## src/rtl/ring_led_pwm.sv

```systemverilog
`default_nettype none
// ============================================================================
//  Module   : ring_led_pwm
//  Purpose  : LED stage behind the GPIO ring counter. Each LED is driven by a
//             glitch-free PWM whose duty follows a per-LED level. The level
//             either ramps linearly toward its target (crossfade) or snaps to
//             it. A ring pattern that is not one-hot is also flagged.
//  Build    : define RING_LED_PWM_FADE_EN to enable the linear fade ramp and
//             its divider; leave it undefined for hard switching at the next
//             PWM period boundary (fading is then tied low).
//  Ports    : clk          - system clock
//             rst          - synchronous reset, active-high
//             ring_in      - ring counter pattern, expected one-hot
//             brightness   - on-level applied to active LEDs (live)
//             led          - registered PWM LED drive
//             fading       - registered, high while any level != target
//             pattern_err  - registered, high while ring_q is not one-hot
//  Revision : 1.0 - initial release
// ============================================================================
module ring_led_pwm #(
    parameter int N_LEDS   = 2,
    parameter int PWM_BITS = 8,
    parameter int FADE_DIV = 196078
) (
    input  logic                clk,
    input  logic                rst,
    input  logic [N_LEDS-1:0]   ring_in,
    input  logic [PWM_BITS-1:0] brightness,
    output logic [N_LEDS-1:0]   led,
    output logic                fading,
    output logic                pattern_err
);

    // Last PWM count; the period is 2^PWM_BITS - 1 cycles, so a full-scale
    // level compares greater than every count and is always on.
    localparam logic [PWM_BITS-1:0] C_PWM_LAST = PWM_BITS'((2 ** PWM_BITS) - 2);

    logic [N_LEDS-1:0]                ring_q;
    logic [N_LEDS-1:0][PWM_BITS-1:0]  target;
    logic [N_LEDS-1:0][PWM_BITS-1:0]  level_q;
    logic [N_LEDS-1:0][PWM_BITS-1:0]  level_d;
    logic [N_LEDS-1:0][PWM_BITS-1:0]  duty_sh_q;
    logic [PWM_BITS-1:0]              pwm_cnt_q;
    logic                             pwm_wrap;
    logic [N_LEDS-1:0]                led_q;
    logic [N_LEDS-1:0]                led_d;
    logic                             fading_q;
    logic                             fading_d;
    logic                             pattern_err_q;
    logic                             pattern_err_d;

    // Target follows brightness combinationally so a brightness change
    // retargets an ongoing ramp without restarting anything.
    for (genvar gi = 0; gi < N_LEDS; gi++) begin : g_target
        assign target[gi] = ring_q[gi] ? brightness : '0;
    end

`ifdef RING_LED_PWM_FADE_EN
    localparam int               DIV_W      = (FADE_DIV > 1) ? $clog2(FADE_DIV) : 1;
    localparam logic [DIV_W-1:0] C_DIV_LAST = DIV_W'(FADE_DIV - 1);

    logic [DIV_W-1:0] div_q;
    logic             fade_tick;

    assign fade_tick = (div_q == C_DIV_LAST);

    always_ff @(posedge clk) begin
        if (rst) begin
            div_q <= '0;
        end else if (fade_tick) begin
            div_q <= '0;
        end else begin
            div_q <= div_q + DIV_W'(1);
        end
    end

    // One LSB toward the current target per tick. Stepping only while the
    // level strictly differs keeps the arithmetic saturating and makes a
    // mid-ramp reversal turn around from the present level without overshoot.
    always_comb begin
        level_d = level_q;
        if (fade_tick) begin
            for (int i = 0; i < N_LEDS; i++) begin
                if (level_q[i] < target[i]) begin
                    level_d[i] = level_q[i] + PWM_BITS'(1);
                end else if (level_q[i] > target[i]) begin
                    level_d[i] = level_q[i] - PWM_BITS'(1);
                end
            end
        end
        fading_d = (level_q != target);
    end
`else
    always_comb begin
        level_d  = target;
        fading_d = 1'b0;
    end
`endif

    assign pwm_wrap = (pwm_cnt_q == C_PWM_LAST);

    always_comb begin
        led_d = '0;
        for (int i = 0; i < N_LEDS; i++) begin
            led_d[i] = (pwm_cnt_q < duty_sh_q[i]);
        end
    end

    // Zero bits or more than one bit set both count as an error.
    assign pattern_err_d = !((ring_q != '0) &&
                             ((ring_q & (ring_q - N_LEDS'(1))) == '0));

    always_ff @(posedge clk) begin
        if (rst) begin
            ring_q        <= '0;
            level_q       <= '0;
            duty_sh_q     <= '0;
            pwm_cnt_q     <= '0;
            led_q         <= '0;
            fading_q      <= 1'b0;
            pattern_err_q <= 1'b0;
        end else begin
            ring_q        <= ring_in;
            level_q       <= level_d;
            led_q         <= led_d;
            fading_q      <= fading_d;
            pattern_err_q <= pattern_err_d;
            if (pwm_wrap) begin
                pwm_cnt_q <= '0;
                // Duty is only swapped at the period boundary, so no runt
                // pulses. A coincident fade step is picked up one wrap later.
                duty_sh_q <= level_q;
            end else begin
                pwm_cnt_q <= pwm_cnt_q + PWM_BITS'(1);
            end
        end
    end

    assign led         = led_q;
    assign fading      = fading_q;
    assign pattern_err = pattern_err_q;

endmodule
`default_nettype wire

```

## config.mk

```make
export PLATFORM = sky130hd
export DESIGN_NAME = ring_led_pwm
export DESIGN_NICKNAME = d
export VERILOG_FILES = /design/src/rtl/ring_led_pwm.sv
export SDC_FILE = /design/constraint.sdc
export NUM_CORES = 1
export LEC_CHECK = 0
export ABC_AREA = 0
export CORE_MARGIN = 2
export CORE_UTILIZATION = 60
export CTS_CLUSTER_SIZE = 40
export DETAILED_ROUTE_END_ITERATION = 6
export PLACE_DENSITY = 0.86
export REMOVE_ABC_BUFFERS = 1
export SYNTH_ARGS = -nofsm -noshare
export SYNTH_HDL_FRONTEND = slang
export SYNTH_SLANG_ARGS = --single-unit
```

## constraint.sdc

```tcl
create_clock -name clk -period 3.3 [get_ports clk]
set_clock_uncertainty 0.05 [all_clocks]
set_input_delay 0.66 -clock clk [delete_from_list [all_inputs] [get_ports clk]]
set_output_delay 0.66 -clock clk [all_outputs]
set_load 0.005 [all_outputs]
```

==> flow_summary.ini, run 1 <==
[clock_tree]
clock_sinks = 45
clk-insertion-delay-late_ns = 0.35
cts_root_buf = clkbuf_4
path_clk_slew_ns = 0.12
cts_tree = built
clockBufferDepth = 2
post_cts_buffers = 0
htreeDepth = 2
hold_buffers = 0
cts_repair_resize_count = 0
cts_made_buffers = 5

[job]
maxCapViolCount = 0

[floorplan]
core_um2 = 3050
die_x_um = 60.5
die-area_um2 = 3660
num_rows = 20
die_h_um = 60.5
num_io_pins = 16
start_util_pct = 62.8

[placed_design]
port_buffers = 14
place.gp.congestion = 0.826
pre_cts_ws_ns = 1.32
hpwl_um = 2720

[setup_path]
crit_arrival_ns = 2.18
worstSetupPathType = reg -> reg
path_cells = ha_1, nand3_1, nor2_1, nor3_1
cp_data_required_time_ns = 3.49
slowest_stage = dfxtp_1
crit_path_max_incr_delay_ns = 0.51
cp_max_fo = 17
crit_path_end_kind = flop
startpoint_type = flop

[layout]
regArea_um2 = 901
syn2layout_area_growth_pct = 9.73
fin_nets = 242
fin_util_pct = 68.9
final_layout_size_suffix_gt1_share_pct = 5.61
antenna_cells = 0
multiInputGateArea_um2 = 885
nFillCells = 259

[global_route]
antenna_found_initial = 0
grt_first_pass_wirelength_um = 6200
grt_pass1_vias = 1407
grt_max_degree = 32
gr-total-overflow = 0
grtUsageTotal_pct = 23.5

[yosys]
synthArstFlopShare_pct = 0
avgSynthCellArea_um2 = 9.44
synth.area.top_cells = dfxtp_1 (47%), ha_1 (10%), and2_1 (5.2%)
syn_inst = 203
synth.largest_area_cell = dfxtp_1
ys.warnings.count = 0
synth_cell_types = 33
ys.flop_type = dfxtp_1
synth_top_area_share_pct = 47.0
synth_edf_count = 0
synth_common_cells = dfxtp_1 (45), nand3_1 (20), o21ai_0 (20), a21oi_1 (19)
yosysSeqAreaShare_pct = 47.0
yosysMostFrequentCell = dfxtp_1
synthesis.area_um2 = 1920
synth-seq-cells = 45

[sta]
fmax_mhz = 501
slew_headroom_pct = 57.2
slew_violations = 0
fin_ws_ns = 1.30
rsz0062_at_grt = false
finalCriticalPeriod_ns = 2.00
setup_viol = 0
whs_ns = 0.400
finalHoldViolCount = 0
post-route-period-util_pct = 60.5
fin_tns_setup_ns = 0
tightestPinTransition_ns = 0.640

[routing]
num_vias = 1459
ant_nets = 0
routed_via_density = 5.66
drt-wirelength-per-cell_um = 14.6
drt_iter0_drc = 67
drt_first_pass_iters = 4
wl_um = 3760
drc = 0

[power]
ir_drop_mv = 0.311
total_power_uw = 895
powerDensity_nw_per_um2 = 425
leakagePower_uw = 0.000728

[min_path]
hp-class = reg -> reg

[run_status]
status = finished, final reports clean
[final timing paths]
| check | depth (start not counted) | endpoint | startpoint | slack (ns) |
|---|---|---|---|---|
| max reg2reg | 4 | pwm_cnt_q[2]$_SDFF_PP0_ | pwm_cnt_q[1]$_SDFF_PP0_ | 1.30 |
| min | 2 | duty_sh_q[13]$_SDFFE_PP0N_ | level_q[13]$_SDFF_PP0_ | 0.40 |
| min reg2reg | 2 | duty_sh_q[13]$_SDFFE_PP0N_ | level_q[13]$_SDFF_PP0_ | 0.40 |
| max | 4 | pwm_cnt_q[2]$_SDFF_PP0_ | pwm_cnt_q[1]$_SDFF_PP0_ | 1.30 |
[layer usage]
| metal | GRT usage, % | vias up | wire [um] |
|---|---|---|---|
| li1 | - | 732 | - |
| met1 | 28.6 | 677 | 1640 |
| met2 | 39.1 | 44 | 1870 |
| met3 | 6.40 | 6 | 183 |
| met4 | 10.6 | 0 | 65 |
| met5 | 0 | - | 0 |
[flip-flops by register name, summed over array words and instances, names as in the netlist]
| register | flops |
|---|---|
| duty_sh_q | 16 |
| led | 2 |
| ring_q | 2 |
| pattern_err | 1 |
| level_q | 16 |
| pwm_cnt_q | 8 |
[layout make-up]
type / instances / share of cell area (%)
timing repair buffer: 15 / 7.02
tap: 44 / 2.62
multi-input combinational: 132 / 42.1
inverter: 15 / 2.68
sequential: 45 / 42.8
clock inverter: 1 / 0.357
clock buffer: 6 / 2.44
[critical path, delay by kind of cell (launching register included)]
family        cells  cell delay, ns
fa+ha+maj         1            0.28
flops             1            0.51
simple gates      3            1.04
[logic make-up (layout without fill, tap and decap cells)]
logic type / after synthesis / count (layout) / share of synthesized area, %
adders and majority gates: 16 / 16 / 10.4
DFF: 45 / 45 / 47.0
xor gates and xnor gates: 4 / 4 / 1.83
other: 1 / 1 / 0.196
buffers and inverters: 26 / 37 / 6.85
and+or+nand+nor: 60 / 60 / 18.1
AOI/OAI and AO/OA: 51 / 51 / 15.6
[where the power goes]
part	internal, uW	total [uW]	switching (uW)
clock	99.9	270	170
combinational	33.7	57.5	23.8
sequential	556	568	11.4
[layout by cell type (no fill, tap or decap), types with 3 or more instances in the layout]
cell type	netlist	layout
dfxtp_1	45	45
nand3_1	20	20
o21ai_0	20	20
a21oi_1	19	19
and2_1	16	16
ha_1	16	16
inv_1	15	15
clkdlybuf4s50_1	0	14
nor2b_1	6	6
nor3_1	6	6
clkbuf_4	0	5
nand4_1	3	3
[metrics by stage]
step                      cell area, um2  cells
after global routing                2100    258
after floorplan                     1840    192
after detailed placement            2040    251
final                               2100    258
after global placement              2040    251
after CTS                           2100    258
(Power assumes the default switching activity.)
==> inputs of run 2 (changes only) <==
--- a/config.mk
+++ b/config.mk
@@ -7,10 +7,10 @@
 export LEC_CHECK = 0
 export ABC_AREA = 0
 export CORE_MARGIN = 2
-export CORE_UTILIZATION = 60
+export CORE_UTILIZATION = 56
 export CTS_CLUSTER_SIZE = 40
 export DETAILED_ROUTE_END_ITERATION = 6
-export PLACE_DENSITY = 0.86
+export PLACE_DENSITY = 0.81
 export REMOVE_ABC_BUFFERS = 1
 export SYNTH_ARGS = -nofsm -noshare
 export SYNTH_HDL_FRONTEND = slang
==> constraint.sdc (replaced) <==
create_clock -name clk -period 1.9 [get_ports clk]
set_clock_uncertainty 0.05 [all_clocks]
set_input_delay 0.38 -clock clk [delete_from_list [all_inputs] [get_ports clk]]
set_output_delay 0.38 -clock clk [all_outputs]
set_load 0.005 [all_outputs]
==> flow_summary.ini, run 2 (synthesized netlist as in run 1, its figures left out) <==
[run_status]
status = finished, final reports clean

[sta]
slew_violations = 0
tightestPinTransition_ns = 0.504
finalHoldViolCount = 0
post-route-period-util_pct = 89.5
finalCriticalPeriod_ns = 1.70
rsz0062_at_grt = false
fmax_mhz = 588
fin_tns_setup_ns = 0
setup_viol = 0
slew_headroom_pct = 66.3
whs_ns = 0.410

[layout]
layout_commonest_cell = dfxtp_1
stdcell_area_um2 = 2210
reg.largest.list = duty_sh_q: 16 flops, level_q: 16 flops, pwm_cnt_q: 8 flops
final_layout_size_suffix_gt1_share_pct = 10.2
antenna_cells = 0
fin_nets = 252
final_cell_mix = dfxtp_1 (45), nand3_1 (20), o21ai_0 (20)
regArea_um2 = 901
syn2layout_area_growth_pct = 15.3
multiInputGateArea_um2 = 885
nFillCells = 305

[setup_path]
path_cells = inv_1, ha_1, a211oi_1, o21ai_0, a2111oi_0
slowest_stage = a2111oi_0
cp_max_fo = 2
startpoint_type = flop
cp_data_required_time_ns = 2.07
worstSetupPathType = reg -> reg
crit_path_end_kind = flop
rrSetupSlack_ns = 0.20
crit_path_max_incr_delay_ns = 0.47
crit_arrival_ns = 1.87

[routing]
ant_nets = 0
wl_um = 3670
drt_iter0_drc = 116
routed_via_density = 5.44
drc = 0
num_vias = 1474
drt_first_pass_iters = 4
drt-wirelength-per-cell_um = 13.5

[clock_tree]
clock_sinks = 45
hold_buffers = 0
cts_repair_resize_count = 0
cts_tree = built
cts_root_buf = clkbuf_4
post_cts_buffers = 0
htreeDepth = 2
clk-insertion-delay-late_ns = 0.36
path_clk_slew_ns = 0.13
clockBufferDepth = 2
cts_made_buffers = 5

[power]
powerDensity_nw_per_um2 = 774
p_clk_share_pct = 36.4
p_switching_uw = 370
leakagePower_uw = 0.000792
sequentialPowerShare_pct = 57.1
total_power_uw = 1710
intPower_uw = 1340
switching_share_pct = 21.6
combinationalPowerShare_pct = 6.5
ir_drop_mv = 0.803

[floorplan]
num_io_pins = 16
num_rows = 21
die_h_um = 62.5
die-area_um2 = 3910
core_um2 = 3310
die_x_um = 62.5
start_util_pct = 57.9

[global_route]
grtUsageTotal_pct = 20.2
grt_max_degree = 25
grt_first_pass_wirelength_um = 6260
grt_pass1_vias = 1425
antenna_found_initial = 0
gr-total-overflow = 0

[job]
maxCapViolCount = 0

[placed_design]
place.gp.congestion = 0.873
port_buffers = 14
hpwl_um = 2670
dpl_cell_area_um2 = 2120

[min_path]
hp-class = reg -> reg
==> run 2: cell count changes in the layout (fill, tap and decap cells not counted), sizes merged <==
cell    previous run  this run
bufinv             0         1
buf                1        11
==> run 2: final cells by class <==
class	instances	share of cell area, %
multi-input cells	132	40.0
flip-flops and latches	45	40.7
clock buffers	6	2.32
well taps	46	2.60
clock inverters	2	1.70
repair buffers	25	10.1
inverters	15	2.55
==> run 2: layer usage <==
metal | track usage, % | up-vias | wire [um]
met3 | 4.86 | 7 | 120
li1 | - | 754 | -
met2 | 33.9 | 24 | 1750
met4 | 7.50 | 0 | 63
met1 | 25.3 | 689 | 1740
met5 | 0 | - | 0
==> run 2: through the flow <==
step / util (%) / worst slack, ns / instances
floorplan: - / 0.396 / 192
global placement: 64.1 / 0.191 / 263
detailed placement: 64.1 / 0.0908 / 263
CTS: 66.8 / 0.193 / 271
global route: 66.8 / 0.0107 / 271
finish: 66.8 / 0.199 / 271
==> run 2: power by group through the flow <==
stage	clock (uW)	combinational [uW]	sequential [uW]
4_1_cts	635	112	977
3_5_place_dp	0	110	999
3_3_place_gp	0	107	998
2_1_floorplan	0	42.2	1000
5_1_grt	681	124	980
6_report	624	111	977
==> run 2: path summary, 6_finish.rpt <==
kind | endpoint | cells after the start | startpoint
min | duty_sh_q[2]$_SDFFE_PP0N_ | 2 | level_q[2]$_SDFF_PP0_
max | led[1]$_SDFF_PP0_ | 5 | duty_sh_q[11]$_SDFFE_PP0N_
min reg2reg | duty_sh_q[2]$_SDFFE_PP0N_ | 2 | level_q[2]$_SDFF_PP0_
max reg2reg | led[1]$_SDFF_PP0_ | 5 | duty_sh_q[11]$_SDFFE_PP0N_
==> run 2: worst max-delay path: cells and delay by family, from the launching register on <==
| kind | cells | cell delay [ns] |
|---|---|---|
| AO/OA/AOI/OAI | 3 | 0.80 |
| adder cells (fa/ha/maj) | 1 | 0.30 |
| buffers and inverters | 1 | 0.06 |
| flip-flops | 1 | 0.35 |
